### src/rtl/row_activate_ctrl.sv
// Single-bank-at-a-time DDR row activation controller: tracks open rows per bank and
// sequences PRECHARGE/ACTIVE under tRRD, tRAS, tRP and tRCD before signalling DONE.
module row_activate_ctrl #(
    parameter int ROW_W  = 13,
    parameter int BANK_W = 2,
    parameter int T_RCD  = 3,
    parameter int T_RRD  = 2,
    parameter int T_RP   = 3,
    parameter int T_RAS  = 6
) (
    input  logic                   CLK,
    input  logic                   RST,
    input  logic                   REQ_VALID,
    input  logic [BANK_W-1:0]      REQ_BANK,
    input  logic [ROW_W-1:0]       REQ_ROW,
    output logic                   REQ_READY,
    output logic                   DONE,
    output logic                   HIT,
    output logic [(2**BANK_W)-1:0] ROW_OPEN,
    output logic                   CKE,
    output logic                   RAS,
    output logic                   CAS,
    output logic                   WE,
    output logic [BANK_W-1:0]      BA,
    output logic [ROW_W-1:0]       ADDR
);
    localparam int NB      = 2**BANK_W;
    localparam int RRD_W   = $clog2(T_RRD + 1);
    localparam int RAS_W   = $clog2(T_RAS + 1);
    localparam int TMR_MAX = (T_RCD > T_RP) ? T_RCD : T_RP;
    localparam int TMR_W   = $clog2(TMR_MAX + 1);
    localparam logic [RRD_W-1:0] RRD_SAT  = RRD_W'(T_RRD);
    localparam logic [RAS_W-1:0] RAS_SAT  = RAS_W'(T_RAS);
    localparam logic [TMR_W-1:0] RCD_LOAD = TMR_W'((T_RCD > 1) ? T_RCD - 2 : 0);
    localparam logic [TMR_W-1:0] RP_LOAD  = TMR_W'((T_RP > 1) ? T_RP - 2 : 0);

    // IDLE accept | PRE wait tRAS, precharge | WAIT_RP | ACT wait tRRD, activate | WAIT_RCD | RESP done
    typedef enum logic [2:0] {IDLE, PRE, WAIT_RP, ACT, WAIT_RCD, RESP} state_t;

    state_t             state_q, state_d;
    logic [TMR_W-1:0]   tmr_q, tmr_d;
    logic [BANK_W-1:0]  bank_q, cur_bank;
    logic [ROW_W-1:0]   row_q, cur_row;
    logic               hit_q, hit_now, accept;
    logic [NB-1:0]      open_q;
    logic [ROW_W-1:0]   row_tab_q [NB];
    logic [RRD_W-1:0]   rrd_q, rrd_inc;
    logic [RAS_W-1:0]   ras_cnt_q [NB];
    logic [RAS_W-1:0]   ras_inc [NB];
    logic               act_q, pre_q, act_d, pre_d;
    logic               cke_q, ras_cmd_q, we_cmd_q;
    logic [BANK_W-1:0]  ba_q;
    logic [ROW_W-1:0]   addr_q;

    assign accept   = REQ_VALID && REQ_READY;
    assign cur_bank = (state_q == IDLE) ? REQ_BANK : bank_q;
    assign cur_row  = (state_q == IDLE) ? REQ_ROW : row_q;
    assign hit_now  = open_q[REQ_BANK] && (row_tab_q[REQ_BANK] == REQ_ROW);

    always_ff @(posedge CLK) begin
        if (RST) begin
            state_q <= IDLE;
            tmr_q   <= '0;
        end else begin
            state_q <= state_d;
            tmr_q   <= tmr_d;
        end
    end

    always_comb begin
        state_d = state_q;
        tmr_d   = tmr_q;
        case (state_q)
            IDLE: begin
                if (accept) begin
                    if (hit_now)               state_d = RESP;
                    else if (open_q[REQ_BANK]) state_d = PRE;
                    else                       state_d = ACT;
                end
            end
            PRE: begin
                if (pre_q) begin
                    if (T_RP > 1) begin
                        state_d = WAIT_RP;
                        tmr_d   = RP_LOAD;
                    end else begin
                        state_d = ACT;
                    end
                end
            end
            WAIT_RP: begin
                if (tmr_q == '0) state_d = ACT;
                else             tmr_d   = tmr_q - 1'b1;
            end
            ACT: begin
                if (act_q) begin
                    if (T_RCD > 1) begin
                        state_d = WAIT_RCD;
                        tmr_d   = RCD_LOAD;
                    end else begin
                        state_d = RESP;
                    end
                end
            end
            WAIT_RCD: begin
                if (tmr_q == '0) state_d = RESP;
                else             tmr_d   = tmr_q - 1'b1;
            end
            RESP:    state_d = IDLE;
            default: state_d = IDLE;
        endcase
    end

    // Commands are decided one cycle ahead so the registered bus shows them in the state's own cycle.
    always_comb begin
        rrd_inc = (rrd_q == RRD_SAT) ? rrd_q : rrd_q + 1'b1;
        for (int b = 0; b < NB; b++) begin
            ras_inc[b] = (ras_cnt_q[b] == RAS_SAT) ? ras_cnt_q[b] : ras_cnt_q[b] + 1'b1;
        end
        act_d = (state_d == ACT) && (rrd_inc >= RRD_SAT);
        pre_d = (state_d == PRE) && (ras_inc[cur_bank] >= RAS_SAT);
    end

    always_ff @(posedge CLK) begin
        if (RST) begin
            bank_q    <= '0;
            row_q     <= '0;
            hit_q     <= 1'b0;
            open_q    <= '0;
            rrd_q     <= RRD_SAT;
            act_q     <= 1'b0;
            pre_q     <= 1'b0;
            cke_q     <= 1'b0;
            ras_cmd_q <= 1'b1;
            we_cmd_q  <= 1'b1;
            ba_q      <= '0;
            addr_q    <= '0;
            for (int b = 0; b < NB; b++) begin
                row_tab_q[b] <= '0;
                ras_cnt_q[b] <= RAS_SAT;
            end
        end else begin
            if (accept) begin
                bank_q <= REQ_BANK;
                row_q  <= REQ_ROW;
                hit_q  <= hit_now;
            end
            act_q     <= act_d;
            pre_q     <= pre_d;
            cke_q     <= 1'b1;
            rrd_q     <= act_d ? '0 : rrd_inc;
            for (int b = 0; b < NB; b++) begin
                ras_cnt_q[b] <= (act_d && (cur_bank == BANK_W'(b))) ? '0 : ras_inc[b];
            end
            if (act_d) begin
                open_q[cur_bank]    <= 1'b1;
                row_tab_q[cur_bank] <= cur_row;
            end
            if (pre_d) begin
                open_q[cur_bank] <= 1'b0;
            end
            ras_cmd_q <= !(act_d || pre_d);
            we_cmd_q  <= !pre_d;
            ba_q      <= (act_d || pre_d) ? cur_bank : '0;
            addr_q    <= act_d ? cur_row : '0;
        end
    end

    assign REQ_READY = cke_q && (state_q == IDLE);
    assign DONE      = (state_q == RESP);
    assign HIT       = DONE && hit_q;
    assign ROW_OPEN  = open_q;
    assign CKE       = cke_q;
    assign RAS       = ras_cmd_q;
    assign CAS       = 1'b1;
    assign WE        = we_cmd_q;
    assign BA        = ba_q;
    assign ADDR      = addr_q;
endmodule

### config.mk
export PLATFORM = sky130hd
export DESIGN_NAME = row_activate_ctrl
export DESIGN_NICKNAME = d
export VERILOG_FILES = /design/src/rtl/row_activate_ctrl.sv
export SDC_FILE = /design/constraint.sdc
export NUM_CORES = 1
export LEC_CHECK = 0
export CORE_AREA = 2 2 95 97
export CTS_CLUSTER_DIAMETER = 100
export DETAILED_ROUTE_END_ITERATION = 7
export DIE_AREA = 0 0 97 99
export HOLD_SLACK_MARGIN = 0.03
export PLACE_DENSITY = 0.79
export SYNTH_ARGS = -nofsm -noshare
export SYNTH_HDL_FRONTEND = slang
export SYNTH_SLANG_ARGS = --single-unit
### constraint.sdc
create_clock -name CLK -period 8.2 [get_ports CLK]
set_clock_uncertainty 0.05 [all_clocks]
set_input_delay 1.23 -clock CLK [delete_from_list [all_inputs] [get_ports CLK]]
set_output_delay 1.23 -clock CLK [all_outputs]
set_load 0.01 [all_outputs]
==> results of run 1 <==
## report_power, final
group          switching (mW)  internal (mW)
registers              0.0411          0.647
clock network           0.187          0.163
logic                   0.216          0.170
## cells in the final DEF, fill, tap and decap left out, types with 5 or more instances in the layout
cell / synthesis / routed
dfxtp_1: 59 / 59
and2_1: 6 / 6
buf_4: 2 / 5
or2_2: 6 / 6
mux2i_1: 16 / 16
edfxtp_1: 52 / 52
clkbuf_8: 0 / 9
xnor2_1: 18 / 18
nor2_1: 78 / 78
nor3_1: 8 / 7
o21ai_0: 13 / 13
nand3b_1: 6 / 6
mux4_1: 10 / 10
inv_1: 15 / 15
nand4_1: 6 / 6
a21oi_1: 25 / 25
ha_1: 10 / 10
nand3_1: 7 / 7
nand2_1: 38 / 38
nand2b_1: 7 / 7
clkdlybuf4s50_1: 0 / 42
## metrics by stage
stage | setup slack (ns) | utilization | cells | cell area, um2
6_report | 4.08 | 0.665 | 597 | 5680
5_1_grt | 3.92 | 0.665 | 597 | 5680
4_1_cts | 4.09 | 0.665 | 597 | 5680
3_5_place_dp | 3.71 | 0.639 | 581 | 5470
3_3_place_gp | 3.78 | 0.639 | 581 | 5470
2_1_floorplan | 4.69 | - | 452 | 5020
## layout make-up
| type | instances | share of cell area |
|---|---|---|
| multi-input cells | 300 | 0.365 |
| well taps | 108 | 0.0238 |
| clock inverters | 5 | 0.0110 |
| inverters | 15 | 0.00991 |
| repair buffers | 47 | 0.0806 |
| clock buffers | 11 | 0.0269 |
| flip-flops and latches | 111 | 0.483 |
## layer usage
metal | global-route usage | vias up
met3 | 0.0340 | 14
li1 | - | 1670
met4 | 0.0823 | 0
met5 | 0 | -
met1 | 0.308 | 1713
met2 | 0.419 | 128
## worst min-delay path by stage
stage                     startpoint  endpoint  slack (ns)  cells after the start
after CTS                   row_q[6]  row_q[6]        0.41                      2
final                       row_q[6]  row_q[6]        0.41                      2
after floorplan                hit_q     hit_q        0.38                      2
after detailed placement    row_q[6]  row_q[6]        0.40                      2
after global placement         hit_q     hit_q        0.39                      2
after global routing        row_q[1]  row_q[1]        0.43                      2
## worst min-delay path, cell delays in order (launching register included)
cell	delay, ns
dfxtp_1	0.32
nand2_1	0.05
a21oi_1	0.05
## sequential cells by signal (all words and copies together), names as in the netlist, 2 cells and up
signal	flops
bank_q	2
state_q	3
tmr_q	2
ROW_OPEN	4
row_q	13
ADDR	13
ras_cnt_q	12
rrd_q	2
row_tab_q	52
BA	2
## logic make-up (layout without fill, tap and decap cells)
logic type,Yosys count,in the layout,synth area share
buffers and inverters,41,78,0.0406
AOI/OAI and AO/OA,60,60,0.0771
DFF,111,111,0.547
muxes,32,32,0.107
other,1,1,0.000747
and+or+nand+nor,179,179,0.171
xor gates and xnor gates,18,18,0.0314
adders and majority gates,10,10,0.0249
==> impl_metrics.py, run 1 <==
metrics = {
    "run_status": {
        "status": "finished clean",
    },
    "placed_design": {
        "port_buffers": 42,
        "gp_congestion": 0.812,
        "place_hpwl_um": 7370,
    },
    "route": {
        "route.met2.wl_um": 5770,
        "drc_errors": 0,
        "wl_met3_um": 680,
        "top_layer_used": "met4",
        "drt-met1-wl_um": 4660,
        "wire_per_inst_um": 18.9,
        "routed_wl_um": 11300,
        "drt_iter0_markers": 301,
        "drt.antenna.violating_nets": 0,
        "via_per_inst": 5.90,
        "first_pass_iters": 4,
        "vias": 3525,
    },
    "yosys": {
        "synthArstFlopShare": 0,
        "yosys.area.top_type": "edfxtp_1",
        "synthFlopType": "dfxtp_1",
        "netlist_area_um2": 5020,
        "synth.area.top_cells": "edfxtp_1 (31%), dfxtp_1 (24%), nor2_1 (5.8%), mux4_1 (5.2%), mux2i_1 (3.2%)",
        "seq_area_frac_synth": 0.547,
        "ys_ff_latch": 111,
        "synth.avg_cell_area_um2": 11.1,
        "synth_commonest_cells": "nor2_1 (78), dfxtp_1 (59), edfxtp_1 (52), nand2_1 (38), a21oi_1 (25)",
        "synth_nets": 480,
        "synth_edf_count": 52,
        "synth_most_common_cell": "nor2_1",
        "yosys.cell_types.count": 51,
        "synth_warnings": 0,
        "yosysTopAreaCellShare": 0.311,
        "syn_inst": 452,
    },
    "floorplan": {
        "io_pins": 44,
        "die-area_um2": 9600,
        "rows": 34,
        "initial_utilization": 0.587,
        "die_y_um": 99,
        "die_w_um": 97,
        "coreArea_um2": 8550,
    },
    "cells_and_area": {
        "drive_gt1_frac": 0.0879,
        "fill_cells": 648,
        "seqCellArea_um2": 2740,
        "finalNetCount": 512,
        "syn_to_final_growth_pct": 13.3,
        "num_antenna_cells": 0,
        "multi_input_comb_area_um2": 2080,
    },
    "run": {
        "maxCapViolations": 0,
    },
    "sta": {
        "rsz0062_at_grt": "false",
        "fin_crit_sh": 0.503,
        "hold_slack_ns": 0.410,
        "setup_violations": 0,
        "finalHoldViolCount": 0,
        "max-slew-margin-rel": 0.204,
        "worstMarginPinSlew_ns": 1.19,
        "period_minus_slack_ns": 4.12,
        "maxSlewViolCount": 0,
        "finalSetupTns_ns": 0,
        "fmax_ghz": 0.242,
    },
    "cts": {
        "cts_hold_buffers": 0,
        "clockRootBuffer": "clkbuf_8",
        "clock-sinks": 111,
        "htreeDepth": 3,
        "cts_resized": 0,
        "clock_path_buffers": 2,
        "clk_pin_slew_ns": 0.10,
        "cts_tree": "done",
        "insertion_delay_ns": 0.37,
        "post_cts_buffers": 0,
        "cts_buffers": 9,
    },
    "worst_setup_path": {
        "worstSetupStartpoint": "REQ_BANK[0]",
        "path_buf_inv": 2,
        "required_ns": 8.19,
        "rr_worst_depth": 5,
        "rrSetupSlack_ns": 5.20,
        "crit_slowest_cell": "mux4_2",
        "rr_endpoint": "RAS",
        "critPathLaunchType": "input pin",
        "crit_type": "in2reg",
        "crit_path_max_incr_delay_ns": 0.57,
        "r2r_start": "state_q[1]",
        "critPathMaxFanout": 19,
        "crit_family": "simple AND/OR/NAND/NOR gates",
        "crit_end": "row_tab_q[3][12]",
        "cp.arrival_ns": 4.11,
        "path_depth": 7,
        "path_cells": "clkdlybuf4s50_1, buf_4, mux4_2, nor4_2, o221a_2, nor3b_1, or2_2",
        "cp-end-kind": "flop",
    },
    "hold_path": {
        "min_path_type": "reg2reg",
    },
    "global_routing": {
        "antenna_found_initial": 0,
        "grt_max_degree": 36,
        "grt.total_usage": 0.239,
        "grt_overflow_total": 0,
        "grt_pass1_vias": 3471,
        "grt_first_pass_wirelength_um": 17900,
    },
    "power_and_ir_drop": {
        "peakVddDrop_v": 0.000115,
        "total_power_mw": 1.43,
        "p_leak_nw": 2.10,
        "p_per_area_nw_per_um2": 251,
    },
}
Power figures use the tool's default switching activity.
==> run 2: changes to the inputs <==
- CORE_AREA: 2 2 95 97 -> 2 2 97 99
- DIE_AREA: 0 0 97 99 -> 0 0 99 101
- PLACE_DENSITY: 0.79 -> 0.76
- clock period: 8.2 -> 3.85 ns (I/O delays scaled with it)
==> impl_metrics.py, run 2 (same netlist as run 1, synthesis figures left out) <==
metrics = {
    "cts": {
        "insertion_delay_ns": 0.37,
        "clock_path_buffers": 2,
        "cts_hold_buffers": 0,
        "cts_resized": 0,
        "clockRootBuffer": "clkbuf_8",
        "cts_tree": "done",
        "htreeDepth": 3,
        "cts_buffers": 9,
        "clock-sinks": 111,
        "clk_pin_slew_ns": 0.10,
        "post_cts_buffers": 0,
    },
    "global_routing": {
        "grt_max_degree": 35,
        "grt_pass1_vias": 3692,
        "grt_overflow_total": 0,
        "antenna_found_initial": 0,
        "grt_first_pass_wirelength_um": 18300,
        "grt.total_usage": 0.238,
    },
    "sta": {
        "max-slew-margin-rel": 0.411,
        "maxSlewViolCount": 0,
        "setup_violations": 0,
        "finalHoldViolCount": 0,
        "fmax_ghz": 0.322,
        "rsz0062_at_grt": "false",
        "finalSetupTns_ns": 0,
        "period_minus_slack_ns": 3.11,
        "worstMarginPinSlew_ns": 0.882,
        "fin_crit_sh": 0.807,
    },
    "cells_and_area": {
        "drive_gt1_frac": 0.0970,
        "regMostFlops": "row_tab_q",
        "instances_no_fill": 606,
        "final_util": 0.634,
        "layout_common_cells": "nor2_1 (78), dfxtp_1 (59), edfxtp_1 (52)",
        "num_antenna_cells": 0,
        "finalNetCount": 518,
        "layout_commonest_cell": "nor2_1",
        "syn_to_final_growth_pct": 13.4,
        "fill_cells": 720,
        "largest_reg_flops": 52,
    },
    "placed_design": {
        "port_buffers": 42,
        "gp_congestion": 0.850,
        "dp.cells": 590,
        "place_hpwl_um": 7660,
    },
    "worst_setup_path": {
        "critPathMaxFanout": 13,
        "required_ns": 3.84,
        "cp.arrival_ns": 3.09,
        "crit_type": "in2reg",
        "r2r_start": "state_q[2]",
        "crit_end": "row_tab_q[3][3]",
        "rr_worst_depth": 5,
        "rr_endpoint": "row_tab_q[3][3]",
        "cp-end-kind": "flop",
        "worstSetupStartpoint": "REQ_BANK[0]",
        "rrSetupSlack_ns": 1.13,
        "critPathLaunchType": "input pin",
    },
    "route": {
        "drc_errors": 0,
        "wire_per_inst_um": 18.8,
        "drt_iter0_markers": 282,
        "vias": 3646,
        "drt.antenna.violating_nets": 0,
        "routed_wl_um": 11400,
        "via_per_inst": 6.02,
        "first_pass_iters": 5,
    },
    "power_and_ir_drop": {
        "total_power_mw": 2.95,
        "p_per_area_nw_per_um2": 518,
        "peakVddDrop_v": 0.000240,
        "p_leak_nw": 2.11,
    },
    "floorplan": {
        "io_pins": 44,
        "initial_utilization": 0.559,
        "die_y_um": 101,
        "coreArea_um2": 8980,
        "rows": 35,
        "die_w_um": 99,
        "die-area_um2": 10000,
    },
    "run": {
        "maxCapViolations": 0,
    },
    "hold_path": {
        "min_path_cells": 2,
        "min_path_type": "reg2reg",
    },
    "run_status": {
        "status": "finished clean",
    },
}
-- run 2: changes by cell type in the layout (fill, tap and decap cells not counted), sizes merged --
cell	previous run	this run
buf	5	11
bufinv	1	0
clkinv	1	2
-- run 2: through the flow --
step / setup WS, ns / hold slack, ns / area (um2)
final: 0.744 / 0.408 / 5690
after global routing: 0.590 / 0.428 / 5690
after CTS: 0.772 / 0.410 / 5690
after global placement: 0.494 / 0.391 / 5520
after detailed placement: 0.397 / 0.397 / 5520
after floorplan: 0.993 / 0.382 / 5020
-- run 2: worst max-delay path, cell delays in order --
cell and delay (ns):
clkdlybuf4s50_1 0.58, mux4_2 0.57, nor4_2 0.28, o221a_2 0.37
nor3b_1 0.31, or2_2 0.40
-- run 2: how the worst min path moves through the flow --
stage / to / startpoint / slack, ns
after detailed placement: row_q[5] / row_q[5] / 0.40
final: row_q[3] / row_q[3] / 0.41
after floorplan: hit_q / hit_q / 0.38
after global placement: row_q[2] / row_q[2] / 0.39
after global routing: row_q[5] / row_q[5] / 0.43
after CTS: row_q[5] / row_q[5] / 0.41
-- run 2: layer usage --
layer | GRT usage | up-vias | routed length (um) | share of wire
met2 | 0.412 | 118 | 5890 | 0.52
met4 | 0.125 | 0 | 306 | 0.027
met3 | 0.0402 | 26 | 595 | 0.052
li1 | - | 1687 | - | -
met1 | 0.286 | 1815 | 4630 | 0.41
met5 | 0 | - | 0 | 0
-- run 2: where the power goes --
part | internal, mW | switching [mW] | leakage, nW | total [mW]
Clock | 0.244 | 0.401 | 0.0860 | 0.645
Sequential | 1.38 | 0.0917 | 1.02 | 1.47
Combinational | 0.372 | 0.459 | 1.00 | 0.831
-- run 2: area by class of cell --
cell class / count / area, um2 / share of cell area
multi-input combinational: 300 / 2080 / 0.365
inverter: 15 / 56.3 / 0.00989
timing repair buffer: 53 / 503 / 0.0884
clock buffer: 11 / 131 / 0.0231
clock inverter: 5 / 42.5 / 0.00748
tap: 111 / 139 / 0.0244
sequential: 111 / 2740 / 0.482
